$ cat src/rtl/seq_pattern_detector.sv
// rtl/seq_pattern_detector.sv - programmable serial bit-pattern detector with saturating match counter
module seq_pattern_detector #(
  parameter int MAX_LEN = 8,
  parameter int CNT_W = 16,
  localparam int LEN_W = $clog2(MAX_LEN + 1),
  parameter logic [MAX_LEN-1:0] DEFAULT_PATTERN = 8'b0011_0101,
  parameter int DEFAULT_LEN = 6,
  parameter logic DEFAULT_OVERLAP = 1'b1
) (
  input  logic               clk,
  input  logic               rstn,
  input  logic               in_valid,
  input  logic               in,
  input  logic               cfg_load,
  input  logic [MAX_LEN-1:0] cfg_pattern,
  input  logic [LEN_W-1:0]   cfg_len,
  input  logic               cfg_overlap,
  input  logic               cnt_clr,
  output logic               out,
  output logic [CNT_W-1:0]   match_cnt
);

  localparam logic [LEN_W-1:0] MAX_LEN_L = LEN_W'(MAX_LEN);

  logic [MAX_LEN-1:0] r_hist;
  logic [LEN_W-1:0]   r_fill;
  logic [MAX_LEN-1:0] r_pattern;
  logic [LEN_W-1:0]   r_len;
  logic               r_overlap;
  logic               r_out;
  logic [CNT_W-1:0]   r_cnt;

  logic [MAX_LEN-1:0] w_next_hist;
  logic [LEN_W-1:0]   w_next_fill;
  logic [MAX_LEN-1:0] w_mask;
  logic [LEN_W-1:0]   w_load_len;
  logic               w_match;

  assign w_next_hist = {r_hist[MAX_LEN-2:0], in};
  assign w_next_fill = (r_fill >= MAX_LEN_L) ? MAX_LEN_L : r_fill + LEN_W'(1);

  // Only the low len bits of history/pattern take part in the compare.
  always_comb begin
    w_mask = '0;
    for (int i = 0; i < MAX_LEN; i++) begin
      w_mask[i] = (LEN_W'(i) < r_len);
    end
  end

  always_comb begin
    w_load_len = cfg_len;
    if (cfg_len == '0) begin
      w_load_len = LEN_W'(1);
    end else if (cfg_len > MAX_LEN_L) begin
      w_load_len = MAX_LEN_L;
    end
  end

  // A load cycle discards the incoming bit, so it can never produce a match.
  assign w_match = in_valid && !cfg_load &&
                   (((w_next_hist ^ r_pattern) & w_mask) == '0) &&
                   (w_next_fill >= r_len);

  always_ff @(posedge clk or negedge rstn) begin
    if (!rstn) begin
      r_hist    <= '0;
      r_fill    <= '0;
      r_pattern <= DEFAULT_PATTERN;
      r_len     <= LEN_W'(DEFAULT_LEN);
      r_overlap <= DEFAULT_OVERLAP;
      r_out     <= 1'b0;
      r_cnt     <= '0;
    end else begin
      r_out <= w_match;
      if (cfg_load) begin
        r_pattern <= cfg_pattern;
        r_len     <= w_load_len;
        r_overlap <= cfg_overlap;
        r_hist    <= '0;
        r_fill    <= '0;
      end else if (in_valid) begin
        r_hist <= w_next_hist;
        r_fill <= (w_match && !r_overlap) ? '0 : w_next_fill;
      end

      if (cnt_clr) begin
        r_cnt <= w_match ? CNT_W'(1) : '0;
      end else if (w_match && (r_cnt != {CNT_W{1'b1}})) begin
        r_cnt <= r_cnt + CNT_W'(1);
      end
    end
  end

  assign out       = r_out;
  assign match_cnt = r_cnt;

endmodule

$ cat config.mk
export PLATFORM = sky130hd
export DESIGN_NAME = seq_pattern_detector
export DESIGN_NICKNAME = d
export VERILOG_FILES = /design/src/rtl/seq_pattern_detector.sv
export SDC_FILE = /design/constraint.sdc
export NUM_CORES = 1
export LEC_CHECK = 0
export ABC_AREA = 1
export BUFFER_PORTS_ARGS = -buffer_cell sky130_fd_sc_hd__buf_4
export CORE_ASPECT_RATIO = 1.5
export CORE_MARGIN = 2
export CORE_UTILIZATION = 40
export DETAILED_ROUTE_END_ITERATION = 16
export PLACE_DENSITY = 0.57
export SLEW_MARGIN = 20
export SYNTH_ARGS = -nofsm -noshare
export SYNTH_HDL_FRONTEND = slang
export SYNTH_SLANG_ARGS = --single-unit
export TNS_END_PERCENT = 1
$ cat constraint.sdc
create_clock -name clk -period 3.2 [get_ports clk]
set_input_delay 0.32 -clock clk [delete_from_list [all_inputs] [get_ports clk]]
set_output_delay 0.32 -clock clk [all_outputs]
set_load 0.01 [all_outputs]
=== Word-level counts from Yosys, hierarchy flattened ===
Index checks and enable logic that the tools add are counted.

* Register bits after elaboration: 41
* Bits of input ports: 19
* Logic and storage cells: 45

* $add $sub $neg: 2
* $lt $le $gt $ge: 11
* Equality and inequality tests: 1
* Multiplexer cells: 11
* Bitwise operators: 2
* Reductions and logical operators: 11

{| class="wikitable"
|+ Operators with widths
! cell !! number
|-
| $mux W16 || 2
|-
| $mux W4 || 6
|-
| $add A16 B1 Y16 const B || 1
|-
| $lt A3 B4 Y1 const A || 4
|-
| $ne A16 B16 Y1 const B || 1
|-
| $mux W7 || 2
|-
| $and A8 B8 Y8 || 1
|-
| $logic_not A8 Y1 || 1
|-
| $lt A1 B4 Y1 const A || 2
|-
| $lt A2 B4 Y1 const A || 2
|-
| $xor A8 B8 Y8 || 1
|-
| $logic_and A1 B1 Y1 || 5
|-
| $add A4 B1 Y4 const B || 1
|-
| $ge A4 B4 Y1 || 1
|-
| $ge A4 B4 Y1 const B || 1
|-
| $gt A4 B4 Y1 const B || 1
|-
| $logic_not A4 Y1 || 1
|-
| $reduce_bool A2 Y1 || 2
|-
| $logic_not A1 Y1 || 2
|-
| $mux W1 || 1
|}

=== Logic depth before layout (Yosys ltp) ===
Gate-level depths: netlist of the first run.

* Depth after elaboration: 9
* Depth in mapped cells: 14
* Depth with buffers taken out: 13

=== Worst setup path before layout of the first run ===
No wires, ideal clock.

* Path kind: reg2reg
* Start: reg r_fill[0]
* End: reg r_cnt[10], in the netlist match_cnt[10]
* Setup time: 0.117 ns
* Arrival: 1.877 ns
* Path slack: 1.206 ns
* Stages on the path, launching flop included: 14
* Buffers on the path: 1
* Path through: dfrtp_1 inv_1 ha_1 inv_1 nor2_1 ha_1 inv_1 o21bai_1 nand3_1 nand3_1 nand4_4 buf_4 nand3_1 nand2_1

* Longest elaborated chain between the ends: 6

{| class="wikitable"
|+ RTL lines
! what !! line !! RTL
|-
| from (decl) || 26 || <nowiki>logic [LEN_W-1:0] r_fill;</nowiki>
|-
| from (signal assigned) || 83 || <nowiki>r_fill <= (w_match && !r_overlap) ? '0 : w_next_fill;</nowiki>
|-
| $add A4 B1 Y4 / $ge A4 B4 Y1 (equally long branches) || 40 || <nowiki>assign w_next_fill = (r_fill >= MAX_LEN_L) ? MAX_LEN_L : r_fill + LEN_W'(1);</nowiki>
|-
| $mux W4 * || 40 ||
|-
| $ge A4 B4 Y1 * || 62 || <nowiki>(w_next_fill >= r_len);</nowiki>
|-
| $logic_and A1 B1 Y1 * || 61 || <nowiki>(((w_next_hist ^ r_pattern) & w_mask) == '0) &&</nowiki>
|-
| $logic_and A1 B1 Y1 * || 88 || <nowiki>end else if (w_match && (r_cnt != {CNT_W{1'b1}})) begin</nowiki>
|-
| $reduce_bool A2 Y1 (no line) * || n/a ||
|-
| to (signal assigned) || 87 || <nowiki>r_cnt <= w_match ? CNT_W'(1) : '0;</nowiki>
|-
| to (signal assigned) || 89 || <nowiki>r_cnt <= r_cnt + CNT_W'(1);</nowiki>
|-
| to (decl) || 31 || <nowiki>logic [CNT_W-1:0] r_cnt;</nowiki>
|}

Every way passes the cells marked *; elsewhere a longest branch is shown, timed or not.
A chain may end at the register's enable or synchronous reset.

=== Final worst setup path of the first run ===
* Start: reg r_fill[0]
* End: reg r_cnt[1], in the netlist match_cnt[1]

Same word-level chain as after synthesis.

==> results of run 1 <==
==> synthesized netlist by cell type, drive strengths merged <==
master	number
a21oi	4
a31o	1
and3	1
buf	2
clkbuf	5
clkinv	1
dfrtp	34
dfstp	7
ha	7
inv	47
nand2	101
nand3	34
nand4	4
nor2	38
nor3	10
o21ai	11
o21bai	1
o22ai	9
xnor2	3
xor2	10
==> power by group through the flow <==
| stage | Combinational (mW) | Clock [mW] | Sequential [mW] |
|---|---|---|---|
| 2_1_floorplan | 0.0952 | 0 | 0.564 |
| 3_3_place_gp | 0.143 | 0 | 0.568 |
| 3_5_place_dp | 0.144 | 0 | 0.568 |
| 4_1_cts | 0.144 | 0.347 | 0.559 |
| 5_1_grt | 0.163 | 0.366 | 0.560 |
| 6_report | 0.140 | 0.336 | 0.558 |
==> sequential cells by signal, summed over array words and instances (netlist names) <==
name / cells
match_cnt: 16
out: 1
r_fill: 4
r_hist: 7
r_len: 4
r_overlap: 1
r_pattern: 8
==> how the worst max path moves through the flow <==
stage          startpoint       endpoint  slack, ps  depth (start not counted)
6_report        r_fill[0]   match_cnt[1]        860                         13
5_1_grt         r_fill[0]   match_cnt[4]        640                         13
3_5_place_dp    r_fill[0]   match_cnt[1]        830                         13
2_1_floorplan   r_fill[0]  match_cnt[10]       1210                         13
3_3_place_gp    r_fill[0]  match_cnt[15]        900                         13
4_1_cts         r_fill[0]   match_cnt[1]        840                         13
==> worst max-delay path, cell delays in order, from the launching register on <==
cell      delay, ps
dfrtp_1         410
inv_1            60
ha_1            280
inv_1            50
nor2_1           40
ha_1            290
inv_1            40
o21bai_1        110
nand3_1          70
nand3_1         140
nand4_4         300
nand2_4         330
nand2_1          90
nand2_1          60
==> through the flow <==
| stage | hold slack, ps | total power [mW] | utilization | cell area (µm²) | worst slack (ps) |
|---|---|---|---|---|---|
| 6_report | -3.23 | 1.03 | 0.475 | 2890 | 864 |
| 5_1_grt | 43.0 | 1.09 | 0.475 | 2890 | 638 |
| 4_1_cts | 17.7 | 1.05 | 0.475 | 2890 | 835 |
| 3_5_place_dp | 340 | 0.712 | 0.461 | 2810 | 834 |
| 3_3_place_gp | 347 | 0.711 | 0.461 | 2810 | 899 |
| 2_1_floorplan | 24.4 | 0.659 | - | 2500 | 1210 |
==> per-layer routing <==
layer | track usage | up-vias | routed length, µm
met5 | 0 | - | 0
met1 | 0.187 | 1039 | 2310
met3 | 0.0201 | 9 | 146
li1 | - | 1105 | -
met4 | 0.0769 | 0 | 103
met2 | 0.354 | 34 | 3270
==> cell usage in the layout, fill, tap and decap left out, drive strengths merged <==
master / synthesis / routed
ha: 7 / 7
o21ai: 11 / 11
a31o: 1 / 1
nor2: 38 / 38
xnor2: 3 / 3
nand2: 101 / 101
buf: 2 / 35
nand4: 4 / 4
nor3: 10 / 10
and3: 1 / 1
a21oi: 4 / 4
clkbuf: 5 / 5
nand3: 34 / 34
o22ai: 9 / 9
clkinvlp: 0 / 1
dfstp: 7 / 7
inv: 47 / 47
clkinv: 1 / 3
o21bai: 1 / 1
xor2: 10 / 10
dfrtp: 34 / 34
==> area by class of cell <==
type                       count  area (µm²)  area share
multi-input combinational    234        1230       0.427
sequential                    41        1030       0.358
timing repair buffer          35         263      0.0909
inverter                      48         180      0.0623
tap                           74        92.6      0.0320
clock buffer                   5        68.8      0.0238
clock inverter                 3        17.5     0.00606
==> kinds of logic after synthesis <==
group | count (synthesis) | share of synthesized area
and+or+nand+nor | 188 | 0.355
buffers and inverters | 55 | 0.0907
DFF | 41 | 0.415
AOI/OAI and AO/OA | 26 | 0.0591
xor gates and xnor gates | 13 | 0.0456
adders and majority gates | 7 | 0.0351
==> flow_metrics.tcl, run 1 <==
set metrics [dict create \
    status "finished, violations left" \
    violations "negative hold slack" \
    fmax_mhz 428 \
    fill_cells 650 \
    finalCritPeriodShare 0.730 \
    leakagePower_nw 1.41 \
    fin_setup_tns_ps 0 \
    seqPwrFrac 0.540 \
    dp.cells 432 \
    ys_ff_latch 41 \
    nNetsFinal 391 \
    cts_buffers 5 \
    clock_sinks 41 \
    timing.rr.start "r_fill[0]" \
    crit_fanout 17 \
    clock_path_buffers 2 \
    diodes 0 \
    yosysTopAreaCell "dfrtp_1" \
    ctsResizeCount 0 \
    synth_cells 330 \
    gp_congestion 0.907 \
    setup.worst_path.end_class "flip-flop" \
    stdcell_count 440 \
    drt_wl_total_mm 5.83 \
    grt_max_degree 42 \
    antenna_found_initial 0 \
    hpwl_mm 4.43 \
    fp.dieH_um 101 \
    tritoncts "yes" \
    crit_type "flip-flop to flip-flop" \
    path_clk_slew_ps 90 \
    cp.required_ps 3430 \
    synth.area.top_cells "dfrtp_1, nand2_1, dfstp_2" \
    slew_violations 0 \
    r2r_end "match_cnt[1]" \
    maxCapViolations 0 \
    drcViolationCount 0 \
    pin_count 36 \
    overflow 0 \
    swShare 0.281 \
    start_util 0.410 \
    worst_hold_path_type "primary input to asynchronous set/reset pin" \
    core_area_um2 6090 \
    layout_min_cycle_time_ps 2340 \
    rsz0062_at_grt "no" \
    p_clk_frac 0.325 \
    ant_nets 0 \
    ys_warn_count 0 \
    num_rows 35 \
    ff2ff_path_depth 13 \
    max-slew-margin-rel 0.616 \
    drive_gt1_frac 0.221 \
    root_buffer "clkbuf_8" \
    numPortBuffers 35 \
    syn_to_final_growth_pct 15.8 \
    post_cts_buffers 0 \
    ys_types 29 \
    syn_area_per_cell_um2 7.56 \
    drt-pass1-iter-count 4 \
    fp.dieW_um 68.5 \
    finalHoldViolations 1 \
    p_sw_mw 0.290 \
    grtUsageTotal 0.183 \
    worst_slew_pin_slew_ps 573 \
    peakVddDrop_v 0.000160 \
    via_count 2187 \
    drt_iter0_markers 108 \
    grt_pass1_vias 2207 \
    cts.htree.levels 2 \
    skew_ps 8.75 \
    r2r_slack_ps 860 \
    syn_area_um2 2500 \
    synth_seq_area_share 0.415 \
    synth_top_area_frac 0.341 \
    clock_latency_ps 290 \
    p_int_mw 0.744 \
    wire_per_inst_um 13.3 \
    arrival_ps 2570 \
    cp-start-kind "flip-flop" \
    holdBufCountCts 0 \
    synth_nets 356 \
    grt_pass1_wl_mm 9.58 \
    comb_power_share 0.136 \
    dieArea_um2 6900 \
    hold_ws_ps -3.23 \
    avgViaCountPerCell 4.97 \
    setup_viol 0 \
    power_density_nw_per_um2 358 \
]
(Power assumes the default switching activity.)
==> run 2: changes to the inputs <==
--- a/config.mk
+++ b/config.mk
@@ -11,7 +11,7 @@
 export CORE_MARGIN = 2
 export CORE_UTILIZATION = 40
 export DETAILED_ROUTE_END_ITERATION = 16
-export PLACE_DENSITY = 0.57
+export PLACE_DENSITY = 0.59
 export SLEW_MARGIN = 20
 export SYNTH_ARGS = -nofsm -noshare
 export SYNTH_HDL_FRONTEND = slang
==> constraint.sdc (replaced) <==
create_clock -name clk -period 2.1 [get_ports clk]
set_input_delay 0.21 -clock clk [delete_from_list [all_inputs] [get_ports clk]]
set_output_delay 0.21 -clock clk [all_outputs]
set_load 0.01 [all_outputs]
==> flow_metrics.tcl, run 2 (synthesis gave the netlist of run 1 again) <==
set metrics [dict create \
    status "finished, violations left" \
    violations "negative setup slack" \
    dieArea_um2 6900 \
    ant_nets 0 \
    diodes 0 \
    fmax_mhz 475 \
    clock_path_buffers 2 \
    drcViolationCount 0 \
    rsz0062_at_grt "yes" \
    cp.required_ps 2290 \
    grtUsageTotal 0.186 \
    layout_commonest_cell "nand2_1" \
    power_density_nw_per_um2 523 \
    grt_pass1_wl_mm 9.56 \
    hp-start "cfg_pattern[7]" \
    drive_gt1_frac 0.291 \
    cp.depth 13 \
    root_buffer "clkbuf_8" \
    fin_ws_ps -5.94 \
    fin_setup_tns_ps -5.94 \
    r2r_slack_ps -6 \
    critPathMaxStageDelay_ps 380 \
    grt_pass1_vias 2168 \
    cp-start-kind "flip-flop" \
    cts_buffers 5 \
    antenna_found_initial 0 \
    start_util 0.410 \
    drt_wl_total_mm 6.23 \
    grt_max_degree 42 \
    crit_fanout 7 \
    nNetsFinal 399 \
    syn_to_final_growth_pct 24.4 \
    cts.htree.levels 2 \
    clock_latency_ps 300 \
    leakagePower_nw 1.48 \
    path_cells "inv_1, ha_4, inv_4, nor2_4, ha_4, inv_2, o21bai_1, nand3_1, nand3_2, nand4_4, clkbuf_16, nand3_2, nand2_1" \
    pin_count 36 \
    worst_slew_pin_slew_ps 528 \
    maxCapViolations 0 \
    slew_violations 0 \
    cpMaxStageDelayCell "dfrtp_1" \
    worst_hold_path_type "primary input to flip-flop" \
    numPortBuffers 35 \
    skew_ps 12.4 \
    gp_congestion 0.902 \
    cp_top_family "simple AND/OR/NAND/NOR gates" \
    hold_path_end "r_pattern[7]" \
    max-slew-margin-rel 0.648 \
    finalCritPeriodShare 1.00 \
    drt_iter0_markers 101 \
    num_rows 35 \
    hpwl_mm 4.42 \
    worstHoldPathCells 3 \
    dp.cells 435 \
    timing.rr.start "r_fill[1]" \
    clock_sinks 41 \
    largest_reg_flops 16 \
    fp.dieW_um 68.5 \
    wire_per_inst_um 13.9 \
    setup_viol 1 \
    arrival_ps 2300 \
    tritoncts "yes" \
    setup.worst_path.end_class "flip-flop" \
    avgViaCountPerCell 4.94 \
    fill_cells 636 \
    dp_slack_ps -28.2 \
    core_area_um2 6090 \
    ff2ff_path_depth 13 \
    fp.dieH_um 101 \
    stdcell_count 448 \
    mostFrequentLayoutCells "nand2_1, inv_1, buf_4" \
    r2r_end "match_cnt[15]" \
    via_count 2213 \
    layout_min_cycle_time_ps 2110 \
    crit_type "flip-flop to flip-flop" \
    power_mw 1.62 \
    finalHoldViolations 0 \
    cp_num_buf_inv 4 \
    overflow 0 \
    path_clk_slew_ps 90 \
    drt-pass1-iter-count 4 \
    peakVddDrop_v 0.000235 \
]
run 2: cell type report:
type | instances | area (µm²) | area share
multi-input cells | 234 | 1360 | 0.437
clock buffers | 6 | 72.6 | 0.0234
flip-flops and latches | 41 | 1030 | 0.333
repair buffers | 43 | 355 | 0.114
clock inverters | 2 | 10.0 | 0.00322
well taps | 74 | 92.6 | 0.0298
inverters | 48 | 183 | 0.0588
run 2: timing repair:
| item | CTS | global route |
|---|---|---|
| cloned | 0 | 1 |
| gates resized for setup | 1 | 27 |
| pin swaps | 0 | 21 |
| hold buffers | 1 | 0 |
| setup endpoints to repair | 15 | 20 |
| hold endpoints to repair | 34 | 0 |
| buffers inserted | 1 | 2 |
run 2: per-layer routing:
layer  global-route usage  wire length, µm
met1                0.190             2440
met2                0.356             3500
met3               0.0324              187
met4               0.0692               99
met5                    0                0
run 2: how the worst max path moves through the flow:
stage / startpoint / to / slack, ps
detailed placement: r_fill[0] / match_cnt[15] / -30
finish: r_fill[1] / match_cnt[15] / -6
floorplan: r_fill[0] / match_cnt[10] / 110
CTS: r_fill[0] / match_cnt[3] / 10
global route: r_fill[1] / match_cnt[15] / -90
global placement: r_fill[0] / match_cnt[13] / 20
run 2: tightest hold or removal path, stage by stage:
cell and delay, ps:
buf_4 80, nand2_1 40, o21ai_0 60
run 2: through the flow:
| step | instance area, µm² | hold slack [ps] | util |
|---|---|---|---|
| floorplan | 2500 | -85.6 | - |
| global placement | 2830 | 230 | 0.465 |
| detailed placement | 2830 | 231 | 0.465 |
| CTS | 2930 | 109 | 0.482 |
| global route | 3100 | 118 | 0.510 |
| finish | 3100 | 114 | 0.510 |
run 2: power breakdown:
part / internal, mW / switching, mW / total (mW) / leakage, nW
Combinational: 0.104 / 0.159 / 0.262 / 0.900
Sequential: 0.827 / 0.0219 / 0.849 / 0.535
Clock: 0.231 / 0.282 / 0.513 / 0.0450
Total: 1.16 / 0.462 / 1.62 / 1.48
